### config.mk
export PLATFORM = sky130hd
export DESIGN_NAME = pio_osr
export DESIGN_NICKNAME = d
export VERILOG_FILES = /design/src/rtl/pio_pkg.sv /design/src/rtl/pio_osr.sv
export SDC_FILE = /design/constraint.sdc
export NUM_CORES = 1
export LEC_CHECK = 0
export ABC_AREA = 1
export CAP_MARGIN = 40
export CELL_PAD_IN_SITES_DETAIL_PLACEMENT = 1
export CELL_PAD_IN_SITES_GLOBAL_PLACEMENT = 1
export CORE_ASPECT_RATIO = 0.9
export CORE_MARGIN = 8
export CORE_UTILIZATION = 39
export CTS_BUF_LIST = sky130_fd_sc_hd__clkbuf_8
export CTS_CLUSTER_DIAMETER = 120
export DETAILED_ROUTE_END_ITERATION = 6
export PLACE_DENSITY_LB_ADDON = 0.1
export SLEW_MARGIN = 20
export SYNTH_ARGS = -nofsm -noshare
export SYNTH_HDL_FRONTEND = slang
export SYNTH_SLANG_ARGS = --single-unit
export TNS_END_PERCENT = 100
### constraint.sdc
create_clock -name clk -period 5.65 [get_ports clk]
set_input_delay 1.13 -clock clk [delete_from_list [all_inputs] [get_ports clk]]
set_output_delay 1.13 -clock clk [all_outputs]
set_load 0.01 [all_outputs]
### src/rtl/pio_pkg.sv
// pio_pkg: shared PIO widths and the encoded-count decode used by OSR, ISR and decoder.
package pio_pkg;
    localparam int DATA_W = 32;
    localparam int COUNT_W = 6;

    function automatic logic [COUNT_W-1:0] cnt_decode(input logic [4:0] c);
        return (c == 5'd0) ? 6'd32 : {1'b0, c};
    endfunction
endpackage

### src/rtl/pio_osr.sv
// pio_osr: PIO output shift register, fed by TX FIFO (PULL/autopull) or MOV,
// emitting 1..32 bits per OUT as a right-justified word.
module pio_osr
    import pio_pkg::*;
(
    input  logic              clk,
    input  logic              reset,
    input  logic              penable,
    input  logic              stalled,
    input  logic              shift_right,
    input  logic              autopull,
    input  logic [4:0]        pull_thresh,
    input  logic              out_en,
    input  logic [4:0]        out_count,
    input  logic              pull_en,
    input  logic              pull_block,
    input  logic              pull_ifempty,
    input  logic              mov_en,
    input  logic [DATA_W-1:0] mov_din,
    input  logic [DATA_W-1:0] x_din,
    input  logic [DATA_W-1:0] fifo_dout,
    input  logic              fifo_empty,
    output logic              fifo_pop,
    output logic [DATA_W-1:0] dout,
    output logic [5:0]        shift_count,
    output logic              stall_req
);
    logic [DATA_W-1:0]  shreg_q, shreg_d, src;
    logic [COUNT_W-1:0] count_q, count_d, n, t;
    logic [COUNT_W:0]   sum;
    logic               adv, need;

    assign adv = penable & ~stalled;
    assign n = cnt_decode(out_count);
    assign t = cnt_decode(pull_thresh);
    assign need = autopull & (count_q >= t);
    // OUT consumes straight from the FIFO head when an autopull is due
    assign src = need ? fifo_dout : shreg_q;
    assign sum = (need ? 7'd0 : {1'b0, count_q}) + {1'b0, n};
    assign dout = shift_right ? (src & ~({DATA_W{1'b1}} << n)) : (src >> (6'd32 - n));
    assign shift_count = count_q;

    always_comb begin
        shreg_d = shreg_q;
        count_d = count_q;
        fifo_pop = 1'b0;
        stall_req = 1'b0;
        if (mov_en) begin
            if (adv) begin
                shreg_d = mov_din;
                count_d = '0;
            end
        end else if (pull_en) begin
            if (!(pull_ifempty && count_q < t)) begin
                if (!fifo_empty) begin
                    if (adv) begin
                        shreg_d = fifo_dout;
                        count_d = '0;
                        fifo_pop = 1'b1;
                    end
                end else if (pull_block) begin
                    stall_req = 1'b1;
                end else if (adv) begin
                    shreg_d = x_din;
                    count_d = '0;
                end
            end
        end else if (out_en) begin
            if (need && fifo_empty) begin
                stall_req = 1'b1;
            end else if (adv) begin
                shreg_d = shift_right ? (src >> n) : (src << n);
                count_d = (sum > 7'd32) ? 6'd32 : sum[COUNT_W-1:0];
                fifo_pop = need;
            end
        end else if (need && !fifo_empty && adv) begin
            shreg_d = fifo_dout;
            count_d = '0;
            fifo_pop = 1'b1;
        end
    end

    always_ff @(posedge clk or posedge reset) begin
        if (reset) begin
            shreg_q <= '0;
            count_q <= 6'd32;
        end else begin
            shreg_q <= shreg_d;
            count_q <= count_d;
        end
    end
endmodule

Word level (Yosys, flattened, before mapping)
Index checks and enable logic that the tools add are counted.
- register bits: 38
- input bits: 118
- output and inout port bits: 40
- logic and storage cells: 78
- add/sub/neg operators: 2
- order comparisons: 3
- equality and inequality tests: 7
- shift-type cells: 4
- mux-type cells: 45
- bitwise gates (word level): 5
- reductions and logical operators: 10
- operator list (kind ; count):
    32-bit two-way mux ; 15
    6-bit two-way mux ; 14
    32-bit by 6-bit >> shifter with 32-bit output ; 2
    32-bit AND ; 1
    32-bit inverter ; 1
    32-bit by 6-bit << shifter with 32-bit output ; 1
    32-bit by 6-bit << shifter with 32-bit output (first input constant) ; 1
    1-bit two-way mux ; 16
    5-bit logical NOT ; 2
    4-bit inequality test (second input constant) ; 2
    6-bit by 6-bit adder with 7-bit output ; 1
    7-bit by 6-bit greater-than comparator with 1-bit output (second input constant) ; 1
    7-bit AND reduction ; 1
    6-bit >= comparator ; 1
    6-bit less-than comparator ; 1
    2-bit by 1-bit inequality test with 1-bit output (second input constant) ; 3
    6-bit subtractor (first input constant) ; 1
    5-bit AND reduction ; 1
    1-bit logical AND ; 4
    4-bit by 1-bit inequality test with 1-bit output (second input constant) ; 1
    4-bit nonzero test ; 1
    3-bit inequality test (second input constant) ; 1
    1-bit AND ; 2
    1-bit logical NOT ; 1
    1-bit inverter ; 1

Depth between registers and ports, before layout
Gate-level depths: netlist (run 1).
- depth in word-level cells: 13
- depth in mapped cells: 22
- depth with buffers taken out: 22

Worst setup path after synthesis (run 1)
Ideal clock, no wire load.
- path kind: input port to output port
- from: input port out_count[1]
- to: output port dout[4]
- arrival: 3.489 ns
- data required time: 4.520 ns
- path slack: 1.031 ns
- stages on the path: 14
- buffers on the path: 6
- cells stage by stage: buf_2 -> inv_1 -> buf_2 -> buf_1 -> ha_1 -> inv_1 -> ha_1 -> clkbuf_1 -> inv_1 -> buf_2 -> buf_1 -> nand3_1 -> o21a_1 -> o211ai_1
- cells in the longest elaborated chain, start to end: 6
- elaborated cells on any way between the ends: 8
- classes of those cells: add/sub (1); shift (2); mux (2); bitwise (2); reduce/logical (1)
- ends and longest elaborated chain (what ; RTL line ; RTL):
    start: declaration ; pio_osr.sv:14 ; input logic [4:0] out_count,
    5-bit logical NOT ; pio_pkg.sv:7 ; return (c == 5'd0) ? 6'd32 : {1'b0, c};
    6-bit two-way mux (*) ; pio_pkg.sv:7 ;
    parallel branches: the longest is 3 deep, another holds 6-bit subtractor ; -- ;
    32-bit two-way mux (*) ; pio_osr.sv:40 ; assign dout = shift_right ? (src & ~({DATA_W{1'b1}} << n)) : (src >> (6'd32 - n));
    end: declaration ; pio_osr.sv:24 ; output logic [DATA_W-1:0] dout,
Mark *: on every way between the ends.

Final worst setup path (run 1)
- from: input port pull_thresh[1]
- to: output port dout[0]
- cells in the longest elaborated chain, start to end: 7
- elaborated cells on any way between the ends: 8
- classes of those cells: order compare (1); shift (1); mux (3); bitwise (2); reduce/logical (1)
- ends and longest elaborated chain (what ; RTL line ; RTL):
    start: declaration ; pio_osr.sv:12 ; input logic [4:0] pull_thresh,
    5-bit logical NOT ; pio_pkg.sv:7 ;
    6-bit two-way mux (*) ; pio_pkg.sv:7 ;
    6-bit >= comparator (*) ; pio_osr.sv:36 ; assign need = autopull & (count_q >= t);
    1-bit AND (*) ; pio_osr.sv:36 ;
    32-bit two-way mux (*) ; pio_osr.sv:38 ; assign src = need ? fifo_dout : shreg_q;
    32-bit by 6-bit >> shifter with 32-bit output / 32-bit AND (equally long branches) ; pio_osr.sv:40 ;
    32-bit two-way mux (*) ; pio_osr.sv:40 ;
Mark *: on every way between the ends. The rest lies on a longest branch, timed or not.

==> flow_metrics.env, run 1 <==
export IMPL_die_x_um=175
export IMPL_initial_core_util_pct=39.6
export IMPL_yosys_top_cells_count="nand2_1 (548), nand3_1 (354), nor2_1 (147)"
export IMPL_path_clk_slew_ns=0.09
export IMPL_grt_util_all_layers_pct=40.9
export IMPL_synth_fp_nets=1847
export IMPL_grt_pass1_wl_um=89000
export IMPL_cts_path_max_buffers=2
export IMPL_grt_start_max_net_pins=58
export IMPL_drv_cap=0
export IMPL_portBuffers=157
export IMPL_hold_end="shreg_q[10]$_DFFE_PP0P_"
export IMPL_drt_first_pass_iters=7
export IMPL_synth_top_area_share_pct=23.1
export IMPL_synth_area_per_cell_um2=5.19
export IMPL_pwr_share_comb_pct=76.5
export IMPL_cts_root_buf="clkbuf_8"
export IMPL_overflow=0
export IMPL_die_area_mm2=0.0279
export IMPL_status="finished, violations left"
export IMPL_rsz0062_at_grt="true"
export IMPL_drive_gt1_share_pct=19.2
export IMPL_final_area_mm2=0.0124
export IMPL_power_switching_mw=1.67
export IMPL_htreeDepth=2
export IMPL_worst_slew_pin_slew_ns=0.775
export IMPL_fmax_mhz=175
export IMPL_drt_wirelength_per_cell_um=27.2
export IMPL_vias=14600
export IMPL_num_io_pins=158
export IMPL_skew_ns=0.0102
export IMPL_finish_utilization_pct=55.0
export IMPL_min_path_cells=2
export IMPL_ant_nets=0
export IMPL_power_density_mw_per_mm2=242
export IMPL_crit_fanout=9
export IMPL_antenna_found_initial=4
export IMPL_seqPwrFrac_pct=13.1
export IMPL_ys_seq_area_share_pct=10.7
export IMPL_met1_usage_pct=50.9
export IMPL_r2r_slack_ns=1.40
export IMPL_grt_busiest_layer="met2"
export IMPL_area_delta_synth_final_pct=38.9
export IMPL_synth_most_common_cell="nand2_1"
export IMPL_grt_pass1_vias=14400
export IMPL_num_rows=52
export IMPL_die_h_um=159
export IMPL_gp_congestion=1.05
export IMPL_layout_setup_ws_ns=-0.0715
export IMPL_cts_buffers=5
export IMPL_p_int_mw=1.32
export IMPL_synth_top_flop_cell="dfrtp_1"
export IMPL_worstHoldStart="shreg_q[10]$_DFFE_PP0P_"
export IMPL_holdWs_ns=0.547
export IMPL_r2r_cells=21
export IMPL_routed_wl_um=61100
export IMPL_clkPwrFrac_pct=10.5
export IMPL_slew_viol_final=0
export IMPL_numClockSinks=38
export IMPL_fin_crit_sh_pct=101
export IMPL_core_area_mm2=0.0224
export IMPL_clock_latency_ns=0.32
export IMPL_ys_ff_latch=38
export IMPL_reg2reg_from="shift_count[3]$_DFFE_PP0P_"
export IMPL_grtUsageMet2_pct=62.0
export IMPL_synth_edff_count=0
export IMPL_max_vdd_ir_drop_mv=0.0943
export IMPL_postCtsHoldBufs=0
export IMPL_cp_arrival_ns=4.59
export IMPL_layout_nets=2083
export IMPL_setup_worst_path_start_class="input pin"
export IMPL_required_ns=4.52
export IMPL_hold_violations=0
export IMPL_use_met3_pct=10.9
export IMPL_syn_area_mm2=0.00889
export IMPL_crit_type="in2out"
export IMPL_yosys_top_cells_area="nand2_1 (23%), nand3_1 (20%), dfrtp_1 (10%), a21oi_1 (6.3%), nor2_1 (6.2%)"
export IMPL_dp_hpwl_um=44700
export IMPL_drc=1
export IMPL_worstSetupEndpointType="primary output"
export IMPL_violations="design-rule violations, negative setup slack"
export IMPL_drtIter0Drc=2234
export IMPL_diodes=0
export IMPL_min_period_ns=5.72
export IMPL_synth_area_leader_cell="nand2_1"
export IMPL_synth_cell_types=53
export IMPL_place_area_mm2=0.0117
export IMPL_maxSlewHeadroom_pct=48.3
export IMPL_async_flop_share_pct=100
export IMPL_cts_tree="yes"
export IMPL_vias_per_cell=6.50
export IMPL_rr_endpoint="shift_count[0]$_DFFE_PP0P_"
export IMPL_finalSetupViolations=2
export IMPL_synthCells=1712
export IMPL_p_leak_nw=6.09
export IMPL_switching_share_pct=55.9
export IMPL_hold_path_class="reg2reg"
export IMPL_yosys_warnings=0
[routing by layer]
metal,share of wire (%),up-vias
met2,43,1086
met1,38,7030
met4,7.5,6
met3,12,267
met5,0.064,-
li1,-,6202
[power groups by stage]
stage | sequential [mW] | clock [mW] | combinational (mW)
final | 0.390 | 0.312 | 2.28
after global routing | 0.390 | 0.318 | 2.39
after CTS | 0.382 | 0.302 | 2.10
after detailed placement | 0.384 | 0 | 2.02
after global placement | 0.382 | 0 | 1.97
after floorplan | 0.363 | 0 | 1.04
[registers in the layout, indices dropped and copies added, names as in the netlist]
name and cells:
shift_count 6, shreg_q 32
[worst max-delay path, stage by stage]
cell             delay, ns
clkdlybuf4s50_1       0.47
inv_1                 0.07
buf_4                 0.14
ha_1                  0.31
inv_1                 0.05
o21bai_1              0.18
nand2_2               0.10
nand3_4               0.10
buf_12                0.17
nand2_8               0.10
buf_4                 0.20
nand2_1               0.20
nand3_2               0.15
nand2_4               0.14
inv_1                 0.07
o21ai_0               0.19
buf_4                 0.15
nand2_1               0.04
nand3_1               0.09
nand3_1               0.08
nand3_1               0.08
nand2_1               0.06
dlygate4sd2_1         0.31
[placed cells by master, fill, tap and decap left out, types with 17 or more instances in the layout]
cell type	instances
a21oi_1	110
a221oi_1	22
buf_4	181
clkdlybuf4s50_1	120
dfrtp_1	37
inv_1	106
nand2_1	519
nand2_2	47
nand3_1	318
nand3_2	39
nor2_1	145
o21ai_0	48
o21ai_1	42
o21ai_2	17
[layout make-up]
| class | instances | area, um^2 |
|---|---|---|
| Tap cell | 297 | 372 |
| Inverter | 124 | 473 |
| Multi-Input combinational cell | 1429 | 7310 |
| Sequential cell | 38 | 952 |
| Clock inverter | 3 | 68.8 |
| Fill cell | 3234 | 10100 |
| Timing Repair Buffer | 350 | 3110 |
| Clock buffer | 5 | 68.8 |
[repair_timing]
item | 4_1_cts | 5_1_grt
buffers inserted | 4 | 2
pin swaps | 5 | 15
cloned | 3 | 0
resized for setup | 106 | 87
endpoints found under the setup margin | 31 | 31
[per-stage QoR]
step / power, mW / instances / setup TNS [ns] / setup WS (ns)
6_report: 2.98 / 2246 / -0.0963 / -0.0715
5_1_grt: 3.10 / 2246 / -1.22 / -0.185
4_1_cts: 2.78 / 2244 / -0.506 / -0.150
3_5_place_dp: 2.41 / 2229 / -10.02 / -0.476
3_3_place_gp: 2.35 / 2226 / -5.15 / -0.359
2_1_floorplan: 1.40 / 1712 / 0 / 1.03
[worst max-delay path by stage]
stage                              start       end  slack (ns)
final                     pull_thresh[1]   dout[0]       -0.07
after global routing      pull_thresh[4]  dout[15]       -0.19
after CTS                 pull_thresh[0]  dout[13]       -0.15
after detailed placement  pull_thresh[0]   dout[2]       -0.48
after global placement    pull_thresh[4]   dout[2]       -0.36
after floorplan             out_count[1]   dout[4]        1.03
[cell families after synthesis]
family / Yosys count / synth area share (%)
adder cells (fa/ha/maj): 17 / 2.48
AO/OA/AOI/OAI: 294 / 19.8
XOR/XNOR: 4 / 0.394
buffers and inverters: 246 / 11.9
flip-flops: 38 / 10.7
AND/OR/NAND/NOR: 1109 / 54.2
multiplexers: 4 / 0.450
Note: power is estimated with default switching activity, not from simulation.
==> run 2, diff against run 1 <==
Settings changed: CORE_UTILIZATION 39 to 33, SLEW_MARGIN 20 to 30.
Clock period 5.65 ns to 5.1 ns, I/O delays scaled along.
==> run 2 against run 1 <==
Count of clock-buffer cells in the layout increased by 1. Global-route usage decreased by 3.6 points. Setup slack improved by 0.15 ns. Combinational power increased by 21%. Largest cell class unchanged. Cell count increased by 5.1%. The run now ends clean. First-iteration DRC count decreased by 27%. Sequential power increased by 15%.
==> flow_metrics.env, run 2 (same netlist as run 1, synthesis figures left out) <==
export IMPL_status="complete, no violations"
export IMPL_layout_nets=2141
export IMPL_fin_crit_sh_pct=98.4
export IMPL_p_leak_nw=6.44
export IMPL_worst_slew_pin_slew_ns=0.821
export IMPL_largest_reg_flops=32
export IMPL_num_io_pins=158
export IMPL_final_cells=2361
export IMPL_initial_core_util_pct=33.2
export IMPL_finish_utilization_pct=50.2
export IMPL_num_rows=57
export IMPL_top_register="shreg_q"
export IMPL_place_inst=2324
export IMPL_htreeDepth=2
export IMPL_cp_arrival_ns=4.00
export IMPL_die_h_um=172
export IMPL_hold_violations=0
export IMPL_drv_cap=0
export IMPL_crit_fanout=6
export IMPL_cts_buffers=5
export IMPL_dp_slack_ns=-0.848
export IMPL_area_delta_synth_final_pct=51.0
export IMPL_drc=0
export IMPL_die_x_um=189
export IMPL_numClockSinks=38
export IMPL_cts_path_max_buffers=2
export IMPL_worst_path_largest_cell_delay_ns=0.30
export IMPL_ant_nets=0
export IMPL_tns_ns=0
export IMPL_cts_root_buf="clkbuf_8"
export IMPL_drt_first_pass_iters=5
export IMPL_gp_congestion=1.06
export IMPL_antenna_found_initial=1
export IMPL_crit_type="in2out"
export IMPL_skew_ns=0.0184
export IMPL_dp_hpwl_um=47700
export IMPL_grt_start_max_net_pins=63
export IMPL_finalSetupViolations=0
export IMPL_layout_commonest_cell="nand2_1"
export IMPL_worstSetupEndpointType="primary output"
export IMPL_maxSlewHeadroom_pct=45.3
export IMPL_setup_worst_path_start_class="input pin"
export IMPL_clock_latency_ns=0.34
export IMPL_layout_setup_ws_ns=0.0804
export IMPL_p_total_mw=3.56
export IMPL_hold_path_class="reg2reg"
export IMPL_routed_wl_um=63100
export IMPL_grt_pass1_vias=14500
export IMPL_vias=14400
export IMPL_crit_slowest_cell="ha_4"
export IMPL_path_cells="clkbuf_2 -> nor3_4 -> nand3_4 -> ha_4 -> nand2_4 -> nor2_4 -> nand2_4 -> nand3_4 -> nand2_8 -> buf_4 -> nand2_2 -> nand3_2 -> nand3_1 -> o21ai_1 -> buf_4 -> mux2i_2 -> o211ai_1 -> nand2_1 -> nand2_1 -> clkdlybuf4s15_2"
export IMPL_cts_tree="yes"
export IMPL_grt_util_all_layers_pct=37.3
export IMPL_vias_per_cell=6.11
export IMPL_power_density_mw_per_mm2=265
export IMPL_die_area_mm2=0.0325
export IMPL_portBuffers=157
export IMPL_diodes=0
export IMPL_final_cell_mix="nand2_1 (497), nand3_1 (294), buf_4 (227)"
export IMPL_fmax_mhz=199
export IMPL_min_period_ns=5.02
export IMPL_path_clk_slew_ns=0.08
export IMPL_required_ns=4.08
export IMPL_overflow=0
export IMPL_max_vdd_ir_drop_mv=0.118
export IMPL_drt_wirelength_per_cell_um=26.7
export IMPL_core_area_mm2=0.0267
export IMPL_drive_gt1_share_pct=25.7
export IMPL_drtIter0Drc=1632
export IMPL_slew_viol_final=0
export IMPL_grt_pass1_wl_um=92100
[run 2: metrics by stage]
step | hold slack (ns) | instance area (um^2)
2_1_floorplan | 0.495 | 8890
3_3_place_gp | 0.512 | 12100
3_5_place_dp | 0.544 | 12100
4_1_cts | 0.562 | 13100
5_1_grt | 0.603 | 13400
6_report | 0.572 | 13400
[run 2: power breakdown]
group | internal, mW | switching [mW]
sequential | 0.364 | 0.0829
clock | 0.209 | 0.137
combinational | 1.06 | 1.70
total | 1.63 | 1.92
[run 2: path summary, 6_finish.rpt]
check	start	to	slack [ns]	depth (start not counted)
max	pull_thresh[2]	dout[11]	0.08	20
min	shreg_q[2]$_DFFE_PP0P_	shreg_q[2]$_DFFE_PP0P_	0.57	2
max reg2reg	shift_count[5]$_DFFE_PP1P_	shift_count[0]$_DFFE_PP0P_	1.19	19
min reg2reg	shreg_q[2]$_DFFE_PP0P_	shreg_q[2]$_DFFE_PP0P_	0.57	2
max in group asynchronous	reset	shreg_q[24]$_DFFE_PP0P_	3.58	3
min in group asynchronous	reset	shreg_q[9]$_DFFE_PP0P_	1.11	3
[run 2: layout make-up]
| cell class | instances | area (um^2) |
|---|---|---|
| multi-input combinational | 1432 | 7870 |
| clock inverter | 2 | 60.1 |
| inverter | 124 | 475 |
| tap | 354 | 443 |
| clock buffer | 6 | 82.6 |
| fill | 3690 | 13300 |
| timing repair buffer | 405 | 3550 |
| sequential | 38 | 952 |
[run 2: routing by layer]
| metal | GRT usage [%] | routed length [um] | vias to the layer above |
|---|---|---|---|
| li1 | - | - | 6338 |
| met1 | 47.9 | 25700 | 7000 |
| met2 | 59.9 | 28000 | 873 |
| met3 | 6.63 | 5760 | 207 |
| met4 | 17.9 | 3640 | 2 |
| met5 | 0 | 12 | - |
[run 2: repair_timing]
action                                 4_1_cts  5_1_grt
pin swaps                                   38       39
setup endpoints to repair                   32       32
setup buffers                               16        7
gates resized for setup                    252      107
hold buffers                                 0        0
endpoints found under the hold margin        0        0
cloned                                       7        1
[run 2: critical path: cells and delay by family]
kind                       cells  cell delay [ns]
buffers and inverters          4             0.68
adders and majority gates      1             0.30
AOI/OAI and AO/OA              2             0.21
and+or+nand+nor               12             1.55
muxes                          1             0.22
==> edit: new RTL, flow settings as in run 2 <==
`shreg_q` no longer has a reset.
--- a/src/rtl/pio_osr.sv
+++ b/src/rtl/pio_osr.sv
@@ -82,12 +82,14 @@
 
     always_ff @(posedge clk or posedge reset) begin
         if (reset) begin
-            shreg_q <= '0;
             count_q <= 6'd32;
         end else begin
-            shreg_q <= shreg_d;
             count_q <= count_d;
         end
     end
+
+    always_ff @(posedge clk) begin
+        shreg_q <= shreg_d;
+    end
 endmodule
 
Formal check against the unedited RTL: not equivalent (Yosys sat finds a counterexample within 4 cycles, from zero or initial values and one cycle with reset high).
==> edit against run 2 <==
- register-to-register slack improved by 0.16 ns
- routed wire length fell by 7.5%
- maximum frequency is 1.2% lower
- worst setup slack lost 0.060 ns
- area after synthesis fell by 0.90%
- sequential cell count did not move
- final area down 3.7%
- clock power decreased by 36%
- sequential power decreased by 12%
- clock skew down 0.013 ns
- final cell count is 2.1% lower
- die area decreased by 0.82%
- total power fell by 33%
- critical endpoint is now dout[10]
==> edit: results (changes against run 2) <==
status: "completed"  # unchanged
synth_fp_nets: 1812  # was 1847
use_met1: 0.4392  # was 0.4791
seq-power_mw: 0.394  # was 0.447 mW
leakage_nw: 6.203  # was 6.443 nW
crit_path_start: "pull_thresh[3]"  # was pull_thresh[2]
drive_above_1_share: 0.2374  # was 0.2566
drtIter0Drc: 1524  # was 1632
antenna_found_initial: 0  # was 1
n_fill_cell: 3664  # was 3690
cts_resized: 186  # was 252
synth_mux_area_frac: 0.002272  # was 0.004503
grt_util_met3: 0.09524  # was 0.06627
path_max_fanout: 5  # was 6
hp-start: "shift_count[5]$_DFFE_PP1P_"  # was shreg_q[2]$_DFFE_PP0P_
synthXorXnorAreaFrac: 0.003976  # was 0.003940
clock-skew-final_ns: 0.005039  # was 0.01836 ns
wire_per_inst_um: 25.27  # was 26.73 um
grtUsageMet2: 0.5625  # was 0.5991
r2r_cells: 20  # was 19
ys_types: 48  # was 53
placedCellCount: 2276  # was 2324
swShare: 0.5257  # was 0.5406
hold_path_end: "shift_count[5]$_DFFE_PP1P_"  # was shreg_q[2]$_DFFE_PP0P_
reg2reg_setup_slack_ns: 1.35  # was 1.19 ns
p_clk_mw: 0.221  # was 0.346 mW
synth_common_cells: "533 x nand2_1, 398 x nand3_1, 133 x inv_1, 101 x o21ai_0, 78 x nor2_1"  # was 548 x nand2_1, 354 x nand3_1, 147 x nor2_1, 112 x a21oi_1, 109 x inv_1
dpl_cell_area_sq_um: 11920  # was 12080 sq um
viasPerCell: 5.949  # was 6.108
final_nets: 2097  # was 2141
r2r-start: "shift_count[3]$_DFFE_PP0P_"  # was shift_count[5]$_DFFE_PP1P_
post-cts-setup-buffers: 18  # was 16
clkLatencyLatePin_ns: 0.31  # was 0.34 ns
dpl.hpwl_um: 45430  # was 47700 um
whs_ns: 0.5743  # was 0.5717 ns
crit_end: "dout[10]"  # was dout[11]
ys_seq_area_frac: 0.1262  # was 0.1071
vias: 13750  # was 14420
place_ws_ns: -0.6509  # was -0.8479 ns
track_usage: 0.3527  # was 0.3728
cpPeakStageDelay_ns: 0.41  # was 0.30 ns
dr_wl_met2_um: 25830  # was 27980 um
grt_pass1_wl_um: 87190  # was 92060 um
wl_met1_um: 23540  # was 25720 um
netlist_instances: 1677  # was 1712
p_int_mw: 1.124  # was 1.634 mW
top_layer_used: "met4"  # was met5
synthFlopType: "edfxtp_1"  # was dfrtp_1
synth_edf_count: 32  # was 0
reg2reg_to: "shift_count[3]$_DFFE_PP0P_"  # was shift_count[0]$_DFFE_PP0P_
wl_met3_um: 5874  # was 5758 um
timing.fmax_mhz: 196.9  # was 199.2 MHz
synthArstFlopShare: 0.1579  # was 1.000
yosysWarnings: 0  # unchanged
netlist_top_cells_area: "nand2_1 23%, nand3_1 23%, edfxtp_1 11%, o21ai_0 5.7%, inv_1 5.7%"  # was nand2_1 23%, nand3_1 20%, dfrtp_1 10%, a21oi_1 6.3%, nor2_1 6.2%
## edit: cell types whose count changed after synthesis, moves of 15 or more
cell / run 2 / this run
nor2_1: 147 / 78
nand2_1: 548 / 533
nand3_1: 354 / 398
a21oi_1: 112 / 76
o21ai_0: 68 / 101
inv_1: 109 / 133
a221oi_1: 22 / 3
edfxtp_1: 0 / 32
dfrtp_1: 37 / 5
## edit: cell type report
| cell class | instances | area [sq um] | area share |
|---|---|---|---|
| Clock buffer | 5 | 68.82 | 0.005323 |
| Clock inverter | 3 | 11.26 | 0.0008711 |
| Inverter | 148 | 555.5 | 0.04297 |
| Multi-Input combinational cell | 1377 | 7383 | 0.5711 |
| Sequential cell | 38 | 1112 | 0.08604 |
| Tap cell | 348 | 435.4 | 0.03368 |
| Timing Repair Buffer | 392 | 3361 | 0.2600 |
